**config.mk**
```make
export PLATFORM = sky130hd
export DESIGN_NAME = prt_vtb_tg_ctl
export DESIGN_NICKNAME = d
export VERILOG_FILES = /design/src/rtl/prt_vtb_pkg.sv /design/src/rtl/prt_dp_lib_edge.sv /design/src/rtl/prt_vtb_tg_ctl.sv
export SDC_FILE = /design/constraint.sdc
export NUM_CORES = 1
export LEC_CHECK = 0
export BUFFER_PORTS_ARGS = -buffer_cell sky130_fd_sc_hd__clkbuf_2
export CAP_MARGIN = 10
export CORE_ASPECT_RATIO = 2
export CORE_MARGIN = 10
export CORE_UTILIZATION = 25
export CTS_CLUSTER_DIAMETER = 100
export DETAILED_ROUTE_END_ITERATION = 10
export GPL_TIMING_DRIVEN = 0
export PLACE_DENSITY = 0.5
export SLEW_MARGIN = 20
export SYNTH_ARGS = -nofsm -noshare
export SYNTH_HDL_FRONTEND = slang
export SYNTH_SLANG_ARGS = --single-unit
```
**constraint.sdc**
```tcl
create_clock -name CLK_IN -period 9.85 [get_ports CLK_IN]
set_input_delay 0.4925 -clock CLK_IN [delete_from_list [all_inputs] [get_ports CLK_IN]]
set_output_delay 0.4925 -clock CLK_IN [all_outputs]
set_load 0.1 [all_outputs]
```
**src/rtl/prt_vtb_pkg.sv**
```systemverilog
// Shared types for the video toolbox timing-generator control slice.
// State encoding, TG VPS parameter indices and the timing-set layout.
package prt_vtb_pkg;

    typedef enum logic [2:0] {
        ST_IDLE,
        ST_CHECK,
        ST_STOP,
        ST_LOAD,
        ST_SETTLE,
        ST_ARM,
        ST_RUN,
        ST_ERR
    } tg_state_t;

    localparam logic [3:0] VPS_HTOTAL  = 4'd4;
    localparam logic [3:0] VPS_HWIDTH  = 4'd5;
    localparam logic [3:0] VPS_HSTART  = 4'd6;
    localparam logic [3:0] VPS_HSW     = 4'd7;
    localparam logic [3:0] VPS_VTOTAL  = 4'd8;
    localparam logic [3:0] VPS_VHEIGHT = 4'd9;
    localparam logic [3:0] VPS_VSTART  = 4'd10;
    localparam logic [3:0] VPS_VSW     = 4'd11;

    typedef struct packed {
        logic [15:0] htotal;
        logic [15:0] hwidth;
        logic [15:0] hstart;
        logic [15:0] hsw;
        logic [15:0] vtotal;
        logic [15:0] vheight;
        logic [15:0] vstart;
        logic [15:0] vsw;
    } tg_set_t;

    function automatic logic [3:0] vps_idx(input logic [2:0] i_word);
        return VPS_HTOTAL + {1'b0, i_word};
    endfunction

endpackage

```
**src/rtl/prt_dp_lib_edge.sv**
```systemverilog
// Rising-edge detector: one-cycle pulse when D_IN goes from 0 to 1.
module prt_dp_lib_edge (
    input  logic CLK_IN,
    input  logic RST_IN,
    input  logic D_IN,
    output logic RISE_OUT
);

    logic r_d;

    always_ff @(posedge CLK_IN) begin
        if (RST_IN) r_d <= 1'b0;
        else        r_d <= D_IN;
    end

    assign RISE_OUT = D_IN & ~r_d;

endmodule

```
**src/rtl/prt_vtb_tg_ctl.sv**
```systemverilog
// TG configuration sequencer: range-checks the shadow timing set, stops the
// TG, streams the set over VPS, waits for timing derivation, then restarts.
module prt_vtb_tg_ctl
    import prt_vtb_pkg::*;
#(
    parameter int unsigned P_PPC    = 2,
    parameter int unsigned P_STOP   = 4,
    parameter int unsigned P_SETTLE = 4
) (
    input  logic        CLK_IN,
    input  logic        RST_IN,
    input  logic [2:0]  HOST_IDX_IN,
    input  logic [15:0] HOST_DAT_IN,
    input  logic        HOST_WR_IN,
    input  logic        HOST_EN_IN,
    input  logic        HOST_MODE_IN,
    input  logic        HOST_UPD_IN,
    input  logic        SYNC_IN,
    output logic [3:0]  VPS_IDX_OUT,
    output logic [15:0] VPS_DAT_OUT,
    output logic        VPS_VLD_OUT,
    output logic        CTL_RUN_OUT,
    output logic        CTL_MODE_OUT,
    output logic        STA_BUSY_OUT,
    output logic        STA_RUN_OUT,
    output logic        STA_ERR_OUT
);

    localparam logic [3:0]  LP_STOP   = 4'(P_STOP - 1);
    localparam logic [3:0]  LP_SETTLE = 4'(P_SETTLE - 1);
    localparam logic [15:0] LP_PPC    = 16'(P_PPC);

    tg_state_t         r_st;
    tg_state_t         w_nxt;
    logic [3:0]        r_cnt;
    logic [3:0]        w_cnt_nxt;
    logic [0:7][15:0]  r_shadow;
    logic [0:7][15:0]  r_work;
    tg_set_t           w_set;
    logic              r_wmode;
    logic              r_mode;
    logic              r_run;
    logic              r_err;
    logic              r_pend;
    logic              r_sync;
    logic              w_sync_rise;
    logic              w_snap;
    logic              w_busy;
    logic              w_ok;
    logic              w_vld;
    logic [2:0]        w_widx;
    logic [16:0]       w_ht, w_hw, w_hs, w_hsw;
    logic [16:0]       w_vt, w_vh, w_vs, w_vsw;

    prt_dp_lib_edge u_sync_edge (
        .CLK_IN   (CLK_IN),
        .RST_IN   (RST_IN),
        .D_IN     (r_sync),
        .RISE_OUT (w_sync_rise)
    );

    assign w_set = tg_set_t'(r_work);
    assign w_ht  = {1'b0, w_set.htotal};
    assign w_hw  = {1'b0, w_set.hwidth};
    assign w_hs  = {1'b0, w_set.hstart};
    assign w_hsw = {1'b0, w_set.hsw};
    assign w_vt  = {1'b0, w_set.vtotal};
    assign w_vh  = {1'b0, w_set.vheight};
    assign w_vs  = {1'b0, w_set.vstart};
    assign w_vsw = {1'b0, w_set.vsw};

    // Start+width compared as a sum so no subtraction can wrap.
    assign w_ok = (w_hw != '0) && (w_ht > w_hw) && (w_hs + w_hw <= w_ht)
               && (w_hsw != '0) && (w_hs >= w_hsw)
               && (w_vh != '0) && (w_vt > w_vh) && (w_vs + w_vh <= w_vt)
               && (w_vsw != '0) && (w_vs >= w_vsw)
               && (w_set.htotal % LP_PPC == '0)
               && (w_set.hwidth % LP_PPC == '0);

    assign w_busy = r_st inside {ST_CHECK, ST_STOP, ST_LOAD, ST_SETTLE, ST_ARM};

    always_comb begin
        w_nxt     = r_st;
        w_cnt_nxt = r_cnt;
        w_snap    = 1'b0;
        if (!HOST_EN_IN) begin
            w_nxt = ST_IDLE;
        end else begin
            unique case (r_st)
                ST_IDLE: begin
                    if (HOST_UPD_IN) begin
                        w_nxt  = ST_CHECK;
                        w_snap = 1'b1;
                    end
                end
                ST_CHECK: begin
                    if (w_ok) begin
                        w_nxt     = ST_STOP;
                        w_cnt_nxt = LP_STOP;
                    end else begin
                        w_nxt = ST_ERR;
                    end
                end
                ST_STOP: begin
                    if (r_cnt == '0) begin
                        w_nxt     = ST_LOAD;
                        w_cnt_nxt = 4'd7;
                    end else begin
                        w_cnt_nxt = r_cnt - 4'd1;
                    end
                end
                ST_LOAD: begin
                    if (r_cnt == '0) begin
                        w_nxt     = ST_SETTLE;
                        w_cnt_nxt = LP_SETTLE;
                    end else begin
                        w_cnt_nxt = r_cnt - 4'd1;
                    end
                end
                ST_SETTLE: begin
                    if (r_cnt == '0) w_nxt = ST_ARM;
                    else             w_cnt_nxt = r_cnt - 4'd1;
                end
                ST_ARM: begin
                    if (!r_wmode || w_sync_rise) w_nxt = ST_RUN;
                end
                ST_RUN, ST_ERR: begin
                    if (r_pend || HOST_UPD_IN) begin
                        w_nxt  = ST_CHECK;
                        w_snap = 1'b1;
                    end
                end
                default: w_nxt = ST_IDLE;
            endcase
        end
    end

    always_ff @(posedge CLK_IN) begin
        if (RST_IN) begin
            r_st     <= ST_IDLE;
            r_cnt    <= '0;
            r_shadow <= '0;
            r_work   <= '0;
            r_wmode  <= 1'b0;
            r_mode   <= 1'b0;
            r_run    <= 1'b0;
            r_err    <= 1'b0;
            r_pend   <= 1'b0;
            r_sync   <= 1'b0;
        end else begin
            r_st   <= w_nxt;
            r_cnt  <= w_cnt_nxt;
            r_sync <= SYNC_IN;
            if (HOST_WR_IN) r_shadow[HOST_IDX_IN] <= HOST_DAT_IN;
            if (w_snap) begin
                r_work  <= r_shadow;
                r_wmode <= HOST_MODE_IN;
            end
            if (!HOST_EN_IN)                r_pend <= 1'b0;
            else if (w_busy && HOST_UPD_IN) r_pend <= 1'b1;
            else if (w_snap)                r_pend <= 1'b0;
            // Run survives only the CHECK that directly follows RUN.
            r_run <= (w_nxt == ST_RUN) || ((w_nxt == ST_CHECK) && r_run);
            if (w_nxt == ST_ERR)        r_err <= 1'b1;
            else if (w_nxt == ST_CHECK) r_err <= 1'b0;
            if (r_st == ST_SETTLE) r_mode <= r_wmode;
        end
    end

    assign w_vld  = (r_st == ST_LOAD);
    assign w_widx = 3'(4'd7 - r_cnt);

    assign VPS_VLD_OUT  = w_vld;
    assign VPS_IDX_OUT  = w_vld ? vps_idx(w_widx) : '0;
    assign VPS_DAT_OUT  = w_vld ? r_work[w_widx] : '0;
    assign CTL_RUN_OUT  = r_run;
    assign CTL_MODE_OUT = r_mode;
    assign STA_BUSY_OUT = w_busy;
    assign STA_RUN_OUT  = (r_st == ST_RUN);
    assign STA_ERR_OUT  = r_err;

endmodule

```
==> flow_metrics.py, run 1 <==
metrics = {
    "power_and_ir_drop": {
        "switchingPower_uw": 613,
        "peakVddDrop_mv": 0.102,
        "p_int_uw": 1720,
        "p_leak_uw": 0.00590,
        "p_comb_share_pct": 8.2,
        "p_sw_share_pct": 26.3,
        "p_per_area_nw_per_um2": 141,
        "clockPowerShare_pct": 43.7,
        "pwr-share-seq_pct": 48.1,
    },
    "synth": {
        "postSynthCellCount": 1872,
        "ys_warn_count": 0,
        "synth_edf_count": 0,
        "ys_seq_elements": 270,
        "synth-compound-area-share_pct": 16.5,
        "synth.most_common_cell": "nand2_1",
        "yosysUniqueCellTypes": 66,
        "synth_area_um2": 14600,
        "yosys.area_share.adder_pct": 11.3,
        "synthSimpleGateAreaFrac_pct": 21.2,
        "yosysTopAreaCell": "dfxtp_1",
        "synthTopCellsByArea": "dfxtp_1 37%, nand2_1 14%, ha_1 11%",
        "synthFlopType": "dfxtp_1",
        "synth_xor_area_share_pct": 1.50,
        "synth_mux_area_share_pct": 6.14,
        "synth_top_area_share_pct": 37.1,
        "synthArstFlopShare_pct": 0,
        "ys_top_cells_by_count": "563 x nand2_1, 308 x a21oi_1, 270 x dfxtp_1",
        "ys_seq_area_share_pct": 37.1,
        "syn_nets": 2029,
        "syn_avg_cell_area_um2": 7.79,
        "synth_top_family_by_area": "simple AND/OR/NAND/NOR gates",
    },
    "routing": {
        "drc_errors": 0,
        "antenna_left": 0,
        "dr.pass1.iters": 7,
        "vias_per_cell": 4.87,
        "drt_iter0_drc": 786,
        "wl_per_cell_um": 20.4,
        "drt_wl_total_mm": 55.4,
        "route.vias.total": 13200,
    },
    "sta": {
        "period_minus_slack_ns": 5.19,
        "max_slew_margin_pct": 35.7,
        "tns_ns": 0,
        "period_share_pct": 52.7,
        "worst_slew_pin_slew_ns": 0.954,
        "setup_viol": 0,
        "timing.final.ws_setup_ns": 4.66,
        "finClkSkew_ns": 0.0154,
        "rsz0062_at_grt": "false",
        "hold_viol": 0,
        "fmax_ghz": 0.193,
        "drv_slew": 0,
    },
    "clock_network": {
        "hold_buffers": 0,
        "cts_tree": "yes",
        "clkSlewWorstSetupHoldPaths_ns": 0.07,
        "cts_resized": 0,
        "cts-buffers-inserted": 25,
        "clk_path_buf_depth": 3,
        "post-cts-setup-buffers": 0,
        "clk_latency_ns": 0.56,
        "clockRootBuffer": "clkbuf_16",
        "htree_levels": 1,
        "clock-sinks": 270,
    },
    "floorplan": {
        "row_count": 125,
        "ios": 52,
        "fp.dieH_um": 362,
        "initial_utilization_pct": 25.2,
        "core_area_um2": 57900,
        "die_area_um2": 69000,
        "die_w_um": 191,
    },
    "worst_setup_path": {
        "worstPathCellList": "ha_1, inv_1, fa_1, nor2b_1, o2111ai_1, nand3_1, o41ai_2, o211ai_1, a31o_2, a21oi_1, xnor2_1, ha_1, nand2_1, nor4_1, a21oi_1, a21oi_1, nand4_2, a21o_1, a211oi_1",
        "critPathTopFamily": "compound AO/OA/AOI/OAI gates",
        "worst_setup_path_end_kind": "register",
        "required_ns": 10.30,
        "critPathSlowestCell": "o41ai_2",
        "critical_path_buf_inv_count": 1,
        "cp_max_fo": 6,
        "startpoint_type": "register",
        "critPathMaxStageDelay_ns": 0.75,
        "worst-setup-path-type": "reg2reg",
        "cp.arrival_ns": 5.64,
        "cp_common_cell": "a21oi_1",
    },
    "cells_and_area": {
        "final_layout_size_suffix_gt1_share_pct": 7.04,
        "final_cells": 2710,
        "fin_nets": 2088,
        "fin_util_pct": 28.6,
        "areaGrowthSynthToFinish_pct": 13.4,
        "nFillCells": 6328,
    },
    "global_routing": {
        "grt_pass1_vias": 13000,
        "grt_max_degree": 17,
        "globalRouteTotalUtil_pct": 15.6,
        "grt_pass1_wl_mm": 80.8,
        "grt-ovfl-total": 0,
        "antenna_found_initial": 6,
    },
    "min_path": {
        "hold_path_class": "in2reg",
    },
    "place": {
        "hpwl_mm": 45.4,
        "gp_congestion": 0.973,
        "place_ws_ns": 4.72,
        "dp_cells": 2666,
        "port_buffers": 32,
    },
    "run": {
        "cap_violations": 0,
    },
    "run_status": {
        "status": "finished clean",
    },
}
[flip-flops by register name, summed over array words and instances (netlist names)]
register,flops
CTL_MODE_OUT,1
r_st,3
r_shadow,128
CTL_RUN_OUT,1
u_sync_edge.r_d,1
STA_ERR_OUT,1
r_sync,1
r_work,128
r_wmode,1
r_cnt,4
r_pend,1
[layer usage]
metal	part of all wire, %	GRT usage [%]
met5	0.11	0
met2	52	28.6
met4	8.5	12.2
met3	4.3	2.29
met1	35	15.3
[worst paths after layout]
check | start | endpoint | slack [ns] | cells after the start
max | r_work[96] | r_cnt[1] | 4.66 | 19
min | HOST_UPD_IN | r_pend | 0.16 | 2
max reg2reg | r_work[96] | r_cnt[1] | 4.66 | 19
min reg2reg | r_shadow[41] | r_work[41] | 0.45 | 2
[power by group through the flow]
stage	Sequential, uW	Clock [uW]	Combinational (uW)
finish	1120	1020	191
global route	1120	1070	208
CTS	1120	1030	192
detailed placement	1150	0	192
global placement	1140	0	190
floorplan	1140	0	118
[cell type report]
class	instances	area (um^2)	area share (%)
clock inverter	11	128	0.772
buffer	107	459	2.78
timing repair buffer	32	160	0.968
antenna	1	2.50	0.0151
clock buffer	32	702	4.24
sequential	270	5410	32.7
tap	762	953	5.76
inverter	119	447	2.70
multi-input combinational	1376	8280	50.1
[cells in the final DEF (no fill, tap or decap), types with 8 or more instances in the layout]
cell type,n
o21a_1,8
ha_1,129
dfxtp_1,270
nand3_1,18
nor2_1,63
clkbuf_1,85
a21o_1,13
clkbuf_2,47
xnor2_1,22
nand2_1,563
o211ai_1,8
nand4_1,19
a211oi_1,14
inv_1,118
nor4_1,19
nor2b_1,8
nor3_1,12
clkbuf_16,25
mux2i_1,17
nand2b_1,15
mux4_2,31
o21ai_0,30
a21oi_1,308
[stage by stage]
step	total power [uW]	area, um^2	hold slack [ns]
after global routing	2400	16500	0.171
final	2330	16500	0.161
after floorplan	1260	14600	0.432
after detailed placement	1340	15700	0.445
after CTS	2340	16500	0.150
after global placement	1330	15700	0.441
[cells by family after synthesis]
logic type | Yosys count
fa+ha+maj | 131
xor+xnor | 25
buf+inv | 226
mux | 49
simple gates | 745
compound gates | 426
flops | 270
No activity file was read; power rests on OpenSTA's default activity.
==> run 2, diff against run 1 <==
==> constraint.sdc (replaced) <==
create_clock -name CLK_IN -period 4.8 [get_ports CLK_IN]
set_input_delay 0.24 -clock CLK_IN [delete_from_list [all_inputs] [get_ports CLK_IN]]
set_output_delay 0.24 -clock CLK_IN [all_outputs]
set_load 0.1 [all_outputs]
==> run 2 against run 1 <==
Via count is essentially flat. Count of clock-buffer cells in the layout unchanged. Clock power increased by 100%. Setup slack worse by 4.4 ns. Critical endpoint unchanged. Largest cell class unchanged. Highest routed layer unchanged.
==> flow_metrics.py, run 2 (synthesis results as in run 1) <==
metrics = {
    "run_status": {
        "status": "finished clean",
    },
    "sta": {
        "worst_slew_pin_slew_ns": 0.950,
        "max_slew_margin_pct": 36.0,
        "period_share_pct": 95.3,
        "rsz0062_at_grt": "false",
        "fmax_ghz": 0.219,
        "setup_viol": 0,
        "period_minus_slack_ns": 4.57,
        "drv_slew": 0,
        "hold_viol": 0,
        "finClkSkew_ns": 0.00968,
        "tns_ns": 0,
    },
    "floorplan": {
        "die_w_um": 191,
        "ios": 52,
        "die_area_um2": 69000,
        "fp.dieH_um": 362,
        "row_count": 125,
        "initial_utilization_pct": 25.2,
        "core_area_um2": 57900,
    },
    "global_routing": {
        "globalRouteTotalUtil_pct": 15.6,
        "grt_max_degree": 17,
        "grt-ovfl-total": 0,
        "grt_pass1_vias": 13000,
        "grt_pass1_wl_mm": 80.8,
        "antenna_found_initial": 6,
    },
    "worst_setup_path": {
        "critPathSlowestCell": "or4_4",
        "worstPathCellList": "ha_1, fa_1, a211oi_2, o21bai_1, a31oi_1, or2_2, o21ai_0, xor2_1, ha_1, and4_1, nand4_1, or4_4, a22oi_1, nand4_2, a21o_1, a211oi_1",
        "worst_setup_path_end_kind": "register",
        "critPathMaxStageDelay_ns": 0.51,
        "cp_max_fo": 5,
        "cp.arrival_ns": 5.03,
        "rr_worst_depth": 16,
        "startpoint_type": "register",
        "required_ns": 5.25,
        "cp_common_cell": "ha_1",
        "worst-setup-path-type": "reg2reg",
    },
    "min_path": {
        "hold_path_class": "in2reg",
        "whs_path_depth": 3,
    },
    "place": {
        "hpwl_mm": 45.4,
        "gp_congestion": 0.973,
        "port_buffers": 32,
    },
    "power_and_ir_drop": {
        "p_per_area_nw_per_um2": 288,
        "peakVddDrop_mv": 0.209,
        "p_leak_uw": 0.00593,
    },
    "cells_and_area": {
        "final_layout_size_suffix_gt1_share_pct": 7.53,
        "final_common_cell": "nand2_1",
        "fin_util_pct": 28.7,
        "final_cell_mix": "563 x nand2_1, 307 x a21oi_1, 267 x dfxtp_1",
        "fin_nets": 2092,
        "areaGrowthSynthToFinish_pct": 14.0,
        "reg_top3": "r_shadow (128), r_work (128), r_cnt (4)",
    },
    "clock_network": {
        "cts-buffers-inserted": 25,
        "clk_path_buf_depth": 3,
        "cts_tree": "yes",
        "clkSlewWorstSetupHoldPaths_ns": 0.07,
        "clk_latency_ns": 0.55,
        "clock-sinks": 270,
        "htree_levels": 1,
        "clockRootBuffer": "clkbuf_16",
    },
    "routing": {
        "drt_wl_total_mm": 55.4,
        "drc_errors": 0,
        "drt_iter0_drc": 803,
        "wl_per_cell_um": 20.4,
        "antenna_left": 0,
        "vias_per_cell": 4.87,
        "route.vias.total": 13200,
        "dr.pass1.iters": 9,
    },
    "run": {
        "cap_violations": 0,
    },
}
## run 2: cell count changes in the layout (fill, tap and decap cells not counted), moves of 2 or more
cell	delta
dfxtp_1	-3
dlygate4sd3_1	+3
dfxtp_2	+3
nor4_1	-2
nor4_2	+2
## run 2: repair_timing
action                                 in CTS  in global routing
buffers inserted                            1                  0
cloned                                      0                  0
hold buffers                                3                  0
resized for setup                           3                  9
pin swaps                                   1                  1
endpoints found under the hold margin       3                  0
setup endpoints to repair                   7                  7
## run 2: layout make-up
type / instances / area [um^2]
multi-input combinational: 1376 / 8330
inverter: 119 / 447
clock inverter: 11 / 128
clock buffer: 32 / 702
sequential: 270 / 5410
antenna: 1 / 2.50
buffer: 107 / 459
tap: 762 / 953
fill: 6320 / 41200
timing repair buffer: 36 / 198
## run 2: worst paths after layout
path                              startpoint          to  slack, ns
worst max-delay path              r_work[32]    r_cnt[1]       0.23
worst min-delay path              HOST_EN_IN     r_st[1]       0.06
worst max register to register    r_work[32]    r_cnt[1]       0.23
worst min register to register  r_shadow[85]  r_work[85]       0.45
## run 2: routing by layer
layer	GRT usage, %	part of all wire [%]
met5	0	0.12
met4	12.2	8.4
met3	2.28	4.2
met2	28.6	52
met1	15.2	36
## run 2: report_power, final
part / total [uW] / internal, uW / switching (uW)
clock: 2080 / 1150 / 934
sequential: 2300 / 2270 / 27.9
combinational: 401 / 105 / 296
## run 2: worst max-delay path, delay by kind of cell (launching register included)
kind | cells | cell delay (ns)
flops | 1 | 0.48
xor+xnor | 1 | 0.11
simple gates | 5 | 1.47
fa+ha+maj | 3 | 0.79
compound gates | 7 | 1.63
## run 2: metrics by stage
stage               std cells  hold slack [ns]  power [uW]  cell area (um^2)  setup WS, ns
detailed placement       2666            0.445        2740             15700        -0.330
floorplan                1872            0.327        2580             14600         0.861
finish                   2714           0.0616        4780             16600         0.226
global route             2713           0.0730        4940             16600        0.0193
global placement         2666            0.441        2740             15700        -0.810
CTS                      2713           0.0449        4810             16600        0.0427
